<file path="src/rtl/control_decode_stage.sv">
// Registered RV32 opcode decode stage with a two-entry skid buffer.
// o_ready is a flop and leaves the stage at full throughput. Illegal opcodes are counted on retire.
module control_decode_stage #(
    parameter int PCW     = 32,
    parameter bit EN_JALR = 1'b1,
    parameter int CNTW    = 8
) (
    input  logic            i_clk,
    input  logic            i_rst,
    input  logic            i_flush,
    input  logic            i_valid,
    output logic            o_ready,
    input  logic [31:0]     i_inst,
    input  logic [PCW-1:0]  i_pc,
    output logic            o_valid,
    input  logic            i_ready,
    output logic [31:0]     o_inst,
    output logic [PCW-1:0]  o_pc,
    output logic [10:0]     o_ctrl,
    output logic [5:0]      o_format,
    output logic            o_illegal,
    output logic [CNTW-1:0] o_illegal_cnt
);

    typedef enum logic [1:0] {
        EMPTY = 2'd0,
        ONE   = 2'd1,
        TWO   = 2'd2
    } state_t;

    typedef struct packed {
        logic [31:0]    inst;
        logic [PCW-1:0] pc;
        logic [10:0]    ctrl;
        logic [5:0]     fmt;
        logic           illegal;
    } entry_t;

    localparam logic [CNTW-1:0] CNT_MAX = {CNTW{1'b1}};
    localparam logic [CNTW-1:0] CNT_ONE = {{(CNTW-1){1'b0}}, 1'b1};

    state_t          state_q, state_d;
    logic            ready_q, ready_d;
    entry_t          main_q, main_d;
    entry_t          skid_q, skid_d;
    logic [CNTW-1:0] cnt_q, cnt_d;

    logic            dec_branch;
    logic            dec_mem_rd;
    logic            dec_mem_to_reg;
    logic            dec_mem_wr;
    logic            dec_alu_src;
    logic            dec_reg_wr;
    logic            dec_jump;
    logic [1:0]      dec_alu_op;
    logic            dec_lui;
    logic            dec_jalr;
    logic [5:0]      dec_fmt;
    logic            dec_illegal;
    entry_t          dec_entry;

    logic            accept;
    logic            retire;

    // Opcode decode of the incoming word; format one-hot is {J,U,B,S,I,R}.
    always_comb begin
        dec_branch     = 1'b0;
        dec_mem_rd     = 1'b0;
        dec_mem_to_reg = 1'b0;
        dec_mem_wr     = 1'b0;
        dec_alu_src    = 1'b0;
        dec_reg_wr     = 1'b0;
        dec_jump       = 1'b0;
        dec_alu_op     = 2'b00;
        dec_lui        = 1'b0;
        dec_jalr       = 1'b0;
        dec_fmt        = 6'b000000;
        dec_illegal    = 1'b0;
        case (i_inst[6:0])
            7'b0110011: begin
                dec_reg_wr = 1'b1;
                dec_alu_op = 2'b10;
                dec_fmt    = 6'b000001;
            end
            7'b0010011: begin
                dec_alu_src = 1'b1;
                dec_reg_wr  = 1'b1;
                dec_alu_op  = 2'b11;
                dec_fmt     = 6'b000010;
            end
            7'b0000011: begin
                dec_mem_rd     = 1'b1;
                dec_mem_to_reg = 1'b1;
                dec_alu_src    = 1'b1;
                dec_reg_wr     = 1'b1;
                dec_fmt        = 6'b000010;
            end
            7'b0100011: begin
                dec_mem_wr  = 1'b1;
                dec_alu_src = 1'b1;
                dec_fmt     = 6'b000100;
            end
            7'b1100011: begin
                dec_branch = 1'b1;
                dec_alu_op = 2'b01;
                dec_fmt    = 6'b001000;
            end
            7'b0110111: begin
                dec_alu_src = 1'b1;
                dec_reg_wr  = 1'b1;
                dec_alu_op  = 2'b11;
                dec_lui     = 1'b1;
                dec_fmt     = 6'b010000;
            end
            7'b0010111: begin
                dec_alu_src = 1'b1;
                dec_reg_wr  = 1'b1;
                dec_fmt     = 6'b010000;
            end
            7'b1101111: begin
                dec_alu_src = 1'b1;
                dec_reg_wr  = 1'b1;
                dec_jump    = 1'b1;
                dec_fmt     = 6'b100000;
            end
            7'b1100111: begin
                if (EN_JALR) begin
                    dec_alu_src = 1'b1;
                    dec_reg_wr  = 1'b1;
                    dec_jump    = 1'b1;
                    dec_jalr    = 1'b1;
                    dec_fmt     = 6'b000010;
                end else begin
                    dec_illegal = 1'b1;
                end
            end
            default: dec_illegal = 1'b1;
        endcase
    end

    always_comb begin
        dec_entry.inst    = i_inst;
        dec_entry.pc      = i_pc;
        dec_entry.ctrl    = {dec_jalr, dec_lui, dec_alu_op, dec_jump, dec_reg_wr,
                             dec_alu_src, dec_mem_wr, dec_mem_to_reg, dec_mem_rd, dec_branch};
        dec_entry.fmt     = dec_fmt;
        dec_entry.illegal = dec_illegal;
    end

    assign accept = i_valid & ready_q;
    assign retire = (state_q != EMPTY) & i_ready;

    // Skid control: main always feeds the outputs, and skid holds the entry that arrived while stalled.
    always_comb begin
        state_d = state_q;
        main_d  = main_q;
        skid_d  = skid_q;
        cnt_d   = cnt_q;
        if (i_flush) begin
            state_d = EMPTY;
        end else begin
            if (retire && main_q.illegal && (cnt_q != CNT_MAX)) begin
                cnt_d = cnt_q + CNT_ONE;
            end
            case (state_q)
                EMPTY: begin
                    if (accept) begin
                        main_d  = dec_entry;
                        state_d = ONE;
                    end
                end
                ONE: begin
                    if (accept && !retire) begin
                        skid_d  = dec_entry;
                        state_d = TWO;
                    end else if (accept && retire) begin
                        main_d  = dec_entry;
                        state_d = ONE;
                    end else if (retire) begin
                        state_d = EMPTY;
                    end
                end
                TWO: begin
                    if (retire) begin
                        main_d  = skid_q;
                        state_d = ONE;
                    end
                end
                default: state_d = EMPTY;
            endcase
        end
        ready_d = (state_d != TWO);
    end

    always_ff @(posedge i_clk or posedge i_rst) begin
        if (i_rst) begin
            state_q <= EMPTY;
            ready_q <= 1'b1;
            main_q  <= '0;
            skid_q  <= '0;
            cnt_q   <= '0;
        end else begin
            state_q <= state_d;
            ready_q <= ready_d;
            main_q  <= main_d;
            skid_q  <= skid_d;
            cnt_q   <= cnt_d;
        end
    end

    assign o_valid       = (state_q != EMPTY);
    assign o_ready       = ready_q;
    assign o_inst        = main_q.inst;
    assign o_pc          = main_q.pc;
    assign o_ctrl        = main_q.ctrl;
    assign o_format      = main_q.fmt;
    assign o_illegal     = main_q.illegal;
    assign o_illegal_cnt = cnt_q;

endmodule

</file>
<file path="config.mk">
export PLATFORM = sky130hd
export DESIGN_NAME = control_decode_stage
export DESIGN_NICKNAME = d
export VERILOG_FILES = /design/src/rtl/control_decode_stage.sv
export SDC_FILE = /design/constraint.sdc
export NUM_CORES = 1
export LEC_CHECK = 0
export CAP_MARGIN = 20
export CORE_UTILIZATION = 55
export DETAILED_ROUTE_END_ITERATION = 7
export PLACE_DENSITY = 0.94
export SETUP_SLACK_MARGIN = 0.5
export SLEW_MARGIN = 25
export SYNTH_ARGS = -nofsm -noshare
export SYNTH_HDL_FRONTEND = slang
export SYNTH_SLANG_ARGS = --single-unit
</file>
<file path="constraint.sdc">
create_clock -name i_clk -period 16.1 [get_ports i_clk]
set_clock_uncertainty 0.05 [all_clocks]
set_input_delay 4.025 -clock i_clk [delete_from_list [all_inputs] [get_ports i_clk]]
set_output_delay 4.025 -clock i_clk [all_outputs]
set_load 0.02 [all_outputs]
</file>
# Word level (Yosys, flattened, before mapping)
# Index checks and enable logic that the tools add are counted.
# classes
bitwise	3
n_mux	23
reduce_logical	18
addsub	1
eq_ne	17
# op_table
cell	n
$mux 82	4
$pmux 82 s3	1
$pmux 6 s6	1
$eq 7x6->1 const B	3
$eq 7x7->1 const B	3
$eq 7x5->1 const B	2
$reduce_or 7->1	2
$mux 2	6
$pmux 2 s3	2
$ne 2x2->1 const B	5
$mux 1	9
$reduce_or 9->1	1
$add 8x1->8 const B	1
$ne 8x8->1 const B	1
$eq 7x2->1 const B	1
$reduce_and 6->1	1
$reduce_or 2->1	3
$logic_and 1x1->1	4
$reduce_and 3->1	1
$reduce_bool 3->1	1
$reduce_or 3->1	1
$and 1x1->1	2
$eq 2x1->1 const B	1
$eq 2x2->1 const B	1
other kinds (5)	5
# totals
output_inout_bits	92
wordCells	75
reg_bits	175
inputBits	69

# Depth between registers and ports, before layout
# logic_depth
word_depth	8
ltp_mapped	6
depth_no_buf	5

# Least setup slack after synthesis
# Ideal clock, no wire load.
# synth_path
path_kind	input-to-reg
startpoint	input port i_inst[2]
endpoint	register main_q (netlist bit o_ctrl[2])
t_arrival_ns	5.159
path_stages	4
setup_slack_ns	10.809
setup_time_ns	0.082
n_path_buf	0
path_cell_list	or2_2 -> or2_2 -> or4_1 -> a31oi_1
# synth_between
elab_chain_len	5
# synth_rtl
item	line_no	text
from (decl)	13	input logic [31:0] i_inst,
$eq 7x2->1 *	79	case (i_inst[6:0])
$mux 1 *	79	
$mux 82	176	end else if (accept && retire) begin
$mux 82	173	if (accept && !retire) begin
$pmux 82 s3 *	165	case (state_q)
to (signal assigned)	205	main_q <= main_d;
to (decl)	44	entry_t main_q, main_d;
# Mark *: on every way between the ends. The rest lies on a longest branch, timed or not. The select of a mux whose other input is x is not followed.
# A chain may end at the register's enable or synchronous reset.

# Worst setup path in the final report
# layout_path
startpoint	input port i_flush
endpoint	register main_q (netlist bit o_ctrl[7])
# layout_between
elab_chain_len	2
# layout_rtl
item	line_no	text
from (decl)	10	input logic i_flush,
$not 1->1 (no source line)	--	
$reduce_and 6->1 (no source line)	--	
# No other way between the ends.

==> impl_metrics.prom <==
# TYPE chip_impl_metric gauge
chip_impl_metric{name="postCtsResizedCells",unit=""} 0
chip_impl_metric{name="hold_viol_final",unit=""} 0
chip_impl_metric{name="min_period_over_period",unit="%"} 40.38
chip_impl_metric{name="postCtsHoldBufs",unit=""} 0
chip_impl_metric{name="drt.antenna.violating_nets",unit=""} 0
chip_impl_metric{name="net_count_final",unit=""} 920
chip_impl_metric{name="multi_input_gate_area_in_the_final_layout",unit="µm²"} 2864
chip_impl_metric{name="synthesis.area_per_instance",unit="µm²"} 10.37
chip_impl_metric{name="grt_overflow",unit=""} 0
chip_impl_metric{name="route.detailed.wl_per_inst",unit="µm"} 15.81
chip_impl_metric{name="critical_path_peak_fanout",unit=""} 102
chip_impl_metric{name="via_count",unit=""} 5749
chip_impl_metric{name="min_period",unit="ns"} 6.501
chip_impl_metric{name="timing.final.max_slew_violations",unit=""} 0
chip_impl_info{name="outcome",value="complete, no violations"} 1
chip_impl_metric{name="global_route_wire_length_before_repair",unit="µm"} 27590
chip_impl_info{name="critPathMostFrequentCell",value="sky130_fd_sc_hd__buf_4"} 1
chip_impl_metric{name="grt.total_usage",unit="%"} 24.82
chip_impl_info{name="cp_slowest_cell",value="sky130_fd_sc_hd__buf_4"} 1
chip_impl_info{name="cts_root_buf",value="sky130_fd_sc_hd__clkbuf_16"} 1
chip_impl_metric{name="final_cell_count_no_fill",unit=""} 1038
chip_impl_metric{name="util_after_layout",unit="%"} 73.31
chip_impl_metric{name="power.density",unit="nW/µm²"} 131.2
chip_impl_metric{name="count_of_inserted_antenna_diode_cells",unit=""} 0
chip_impl_metric{name="detailedPlacementHpwl",unit="µm"} 10420
chip_impl_metric{name="placement.setup.worst_slack",unit="ns"} 9.215
chip_impl_metric{name="place.detailed.instances",unit=""} 1006
chip_impl_info{name="timing.setup.critical_path_class",value="in -> reg"} 1
chip_impl_metric{name="postSynthNetCount",unit=""} 785
chip_impl_info{name="synth_ff_type",value="sky130_fd_sc_hd__dfrtp_1"} 1
chip_impl_metric{name="clock_latency_at_the_later_pin_of_the_worst_skew_pair",unit="ns"} 0.41
chip_impl_metric{name="delay_of_the_slowest_cell_on_the_worst_path",unit="ns"} 0.81
chip_impl_info{name="post-synth-top-area-cell",value="sky130_fd_sc_hd__dfrtp_1"} 1
chip_impl_metric{name="power.combinational.fraction",unit="%"} 23.7
chip_impl_metric{name="cts_buffer_depth",unit=""} 2
chip_impl_metric{name="number_of_synthesized_flops_with_an_enable_pin",unit=""} 0
chip_impl_info{name="worst_setup_path_end_kind",value="flop"} 1
chip_impl_metric{name="req_time_crit_path",unit="ns"} 16.35
chip_impl_metric{name="cp_data_arrival_time",unit="ns"} 6.75
chip_impl_metric{name="power.clock.fraction",unit="%"} 30.2
chip_impl_metric{name="synth-seq-cells",unit=""} 173
chip_impl_metric{name="row_count",unit=""} 42
chip_impl_metric{name="power_switching_share",unit="%"} 28.16
chip_impl_metric{name="number_of_buffers_inserted_during_clock_tree_synthesis",unit=""} 17
chip_impl_info{name="timing.critical_path.from_type",value="input port"} 1
chip_impl_metric{name="grt_max_degree",unit=""} 103
chip_impl_metric{name="final.hold.worst_slack",unit="ns"} 0.4266
chip_impl_metric{name="start_util",unit="%"} 56.22
chip_impl_metric{name="post_synth_num_cell_types",unit=""} 53
chip_impl_metric{name="maxCapViolCount",unit=""} 0
chip_impl_metric{name="num-fill-cells",unit=""} 949
chip_impl_metric{name="area.growth.synth_to_final",unit="%"} 30.39
chip_impl_metric{name="sequential_area",unit="µm²"} 4330
chip_impl_metric{name="violation_count_after_the_first_detailed_route_iteration",unit=""} 299
chip_impl_metric{name="synth_seq_area_share",unit="%"} 58.39
chip_impl_metric{name="port_buffers",unit=""} 160
chip_impl_info{name="min_path_type",value="reg -> reg"} 1
chip_impl_metric{name="async_reset_ff_share",unit="%"} 100.0
chip_impl_metric{name="fp.dieW",unit="µm"} 118.1
chip_impl_metric{name="postRouteWirelength",unit="µm"} 16410
chip_impl_metric{name="die-area",unit="µm²"} 13950
chip_impl_metric{name="power.share.sequential",unit="%"} 46.1
chip_impl_metric{name="worst_slew_margin_rel",unit="%"} 36.70
chip_impl_metric{name="cts.htree.levels",unit=""} 4
chip_impl_metric{name="setup-violations-final",unit=""} 0
chip_impl_metric{name="floorplan.die.height",unit="µm"} 118.1
chip_impl_metric{name="gate_count_of_the_mapped_netlist",unit=""} 715
chip_impl_metric{name="clk_transition_reported_paths",unit="ns"} 0.06
chip_impl_metric{name="post-route-worst-setup-slack",unit="ns"} 9.599
chip_impl_metric{name="fin_setup_tns",unit="ns"} 0
chip_impl_metric{name="drt-vias-per-instance",unit=""} 5.539
chip_impl_metric{name="layout-drive-gt1-share",unit="%"} 12.99
chip_impl_metric{name="ir_worst_vdd",unit="mV"} 0.08787
chip_impl_metric{name="setup_repair_bufs_after_cts",unit=""} 0
chip_impl_info{name="ys_top_cells_by_area",value="sky130_fd_sc_hd__dfrtp_1, sky130_fd_sc_hd__mux2_2, sky130_fd_sc_hd__nand2_1, sky130_fd_sc_hd__a31oi_1, sky130_fd_sc_hd__nor2_1"} 1
chip_impl_metric{name="static-leakage-power",unit="µW"} 0.004160
chip_impl_metric{name="internal_power",unit="µW"} 911.6
chip_impl_metric{name="finalWeightedCongestion",unit=""} 0.8189
chip_impl_info{name="most-common-layout-cells",value="sky130_fd_sc_hd__dfrtp_1, sky130_fd_sc_hd__clkdlybuf4s50_1, sky130_fd_sc_hd__nand2_1"} 1
chip_impl_metric{name="critPathBufInv",unit=""} 3
chip_impl_metric{name="grt_antenna_before_repair",unit=""} 0
chip_impl_metric{name="core_box_area",unit="µm²"} 13190
chip_impl_metric{name="max_freq",unit="GHz"} 0.1538
chip_impl_info{name="layout_commonest_cell",value="sky130_fd_sc_hd__dfrtp_1"} 1
chip_impl_metric{name="detail_route.drc_violations",unit=""} 0
chip_impl_metric{name="worst_pin_slew",unit="ns"} 0.9495
chip_impl_info{name="rsz0062_at_grt",value="false"} 1
chip_impl_metric{name="power.net_switching",unit="µW"} 357.3
chip_impl_info{name="tritoncts",value="built"} 1
chip_impl_metric{name="numClockSinks",unit=""} 173
chip_impl_metric{name="drt_first_pass_iters",unit=""} 5
chip_impl_metric{name="number_of_ports_placed_on_the_die_boundary",unit=""} 161
chip_impl_info{name="cp_cell_sequence",value="clkdlybuf4s50_1 -> nand4bb_1 -> o41ai_4 -> buf_4 -> buf_4 -> o311ai_1 -> o21a_1"} 1
chip_impl_metric{name="yosysWarnings",unit=""} 0
chip_impl_info{name="critical_path.top_delay_family",value="buffers and inverters"} 1
chip_impl_metric{name="grt_pass1_vias",unit=""} 5668
chip_impl_metric{name="synth_area",unit="µm²"} 7416
chip_impl_metric{name="synth_top_area_share",unit="%"} 58.04
-- synthesized netlist by cell type, drive strengths merged (4+ instances only) --
cell type  count
o211ai         4
a21o           5
nand2b         7
mux2          66
inv            5
buf           31
nand4          5
o21ai         10
clkbuf        20
o31ai          6
a21oi         16
nand3          4
a31oi         71
nor2          85
nor3           6
dfrtp        172
nand2        159
-- worst min-delay path: stages (launching register included) --
cell and delay [ns]:
sky130_fd_sc_hd__dfrtp_1 0.34, sky130_fd_sc_hd__nand2_1 0.04, sky130_fd_sc_hd__o21ai_0 0.06
-- final cells by class --
cell class / count / share of cell area [%]
clock buffers: 23 / 5.047
inverters: 5 / 0.2459
well taps: 176 / 2.277
repair buffers: 167 / 17.35
flip-flops and latches: 173 / 44.79
multi-input cells: 486 / 29.62
clock inverters: 8 / 0.6729
-- per-stage QoR --
stage / total power [µW] / area (µm²)
after global placement: 876.1 / 9085
after detailed placement: 893.4 / 9085
final: 1269 / 9669
after CTS: 1277 / 9638
after global routing: 1330 / 9669
after floorplan: 748.6 / 7416
-- sequential cells by signal, summed over array words and instances (netlist names), 2 cells and up --
name,cells
skid_q,81
o_inst,32
o_pc,32
o_ctrl,10
o_illegal_cnt,8
o_format,6
state_q,2
-- power groups by stage --
stage,Sequential (µW),Combinational [µW],Clock (µW)
after detailed placement,591,302,0
after global placement,584,292,0
after global routing,597,324,409
after floorplan,631,117,0
final,585,301,383
after CTS,585,304,389
-- final timing paths --
kind                       cells past startpoint  slack [ns]    endpoint  startpoint
setup / recovery                               7        9.60   o_ctrl[7]     i_flush
hold / removal                                 2        0.43  skid_q[16]  skid_q[16]
setup reg to reg                               6       13.22   o_ctrl[7]     o_ready
hold reg to reg                                2        0.43  skid_q[16]  skid_q[16]
max in group asynchronous                      3       10.67   o_inst[3]       i_rst
min in group asynchronous                      2        4.15  o_inst[17]       i_rst
-- metal layers --
layer	up-vias	GRT usage [%]	share of wire (%)
met2	154	40.63	50
met1	2838	32.86	44
met4	0	10.18	2.6
met3	26	4.312	4.0
li1	2731	-	-
met5	-	0	0
-- logic make-up after synthesis --
logic type / count (synthesis) / synth area share, %
flops: 173 / 58.39
mux: 67 / 10.16
compound gates: 126 / 11.03
buf+inv: 56 / 3.290
fa+ha+maj: 1 / 0.1687
xor+xnor: 5 / 0.5906
simple gates: 287 / 16.37
Power figures use the tool's default switching activity.
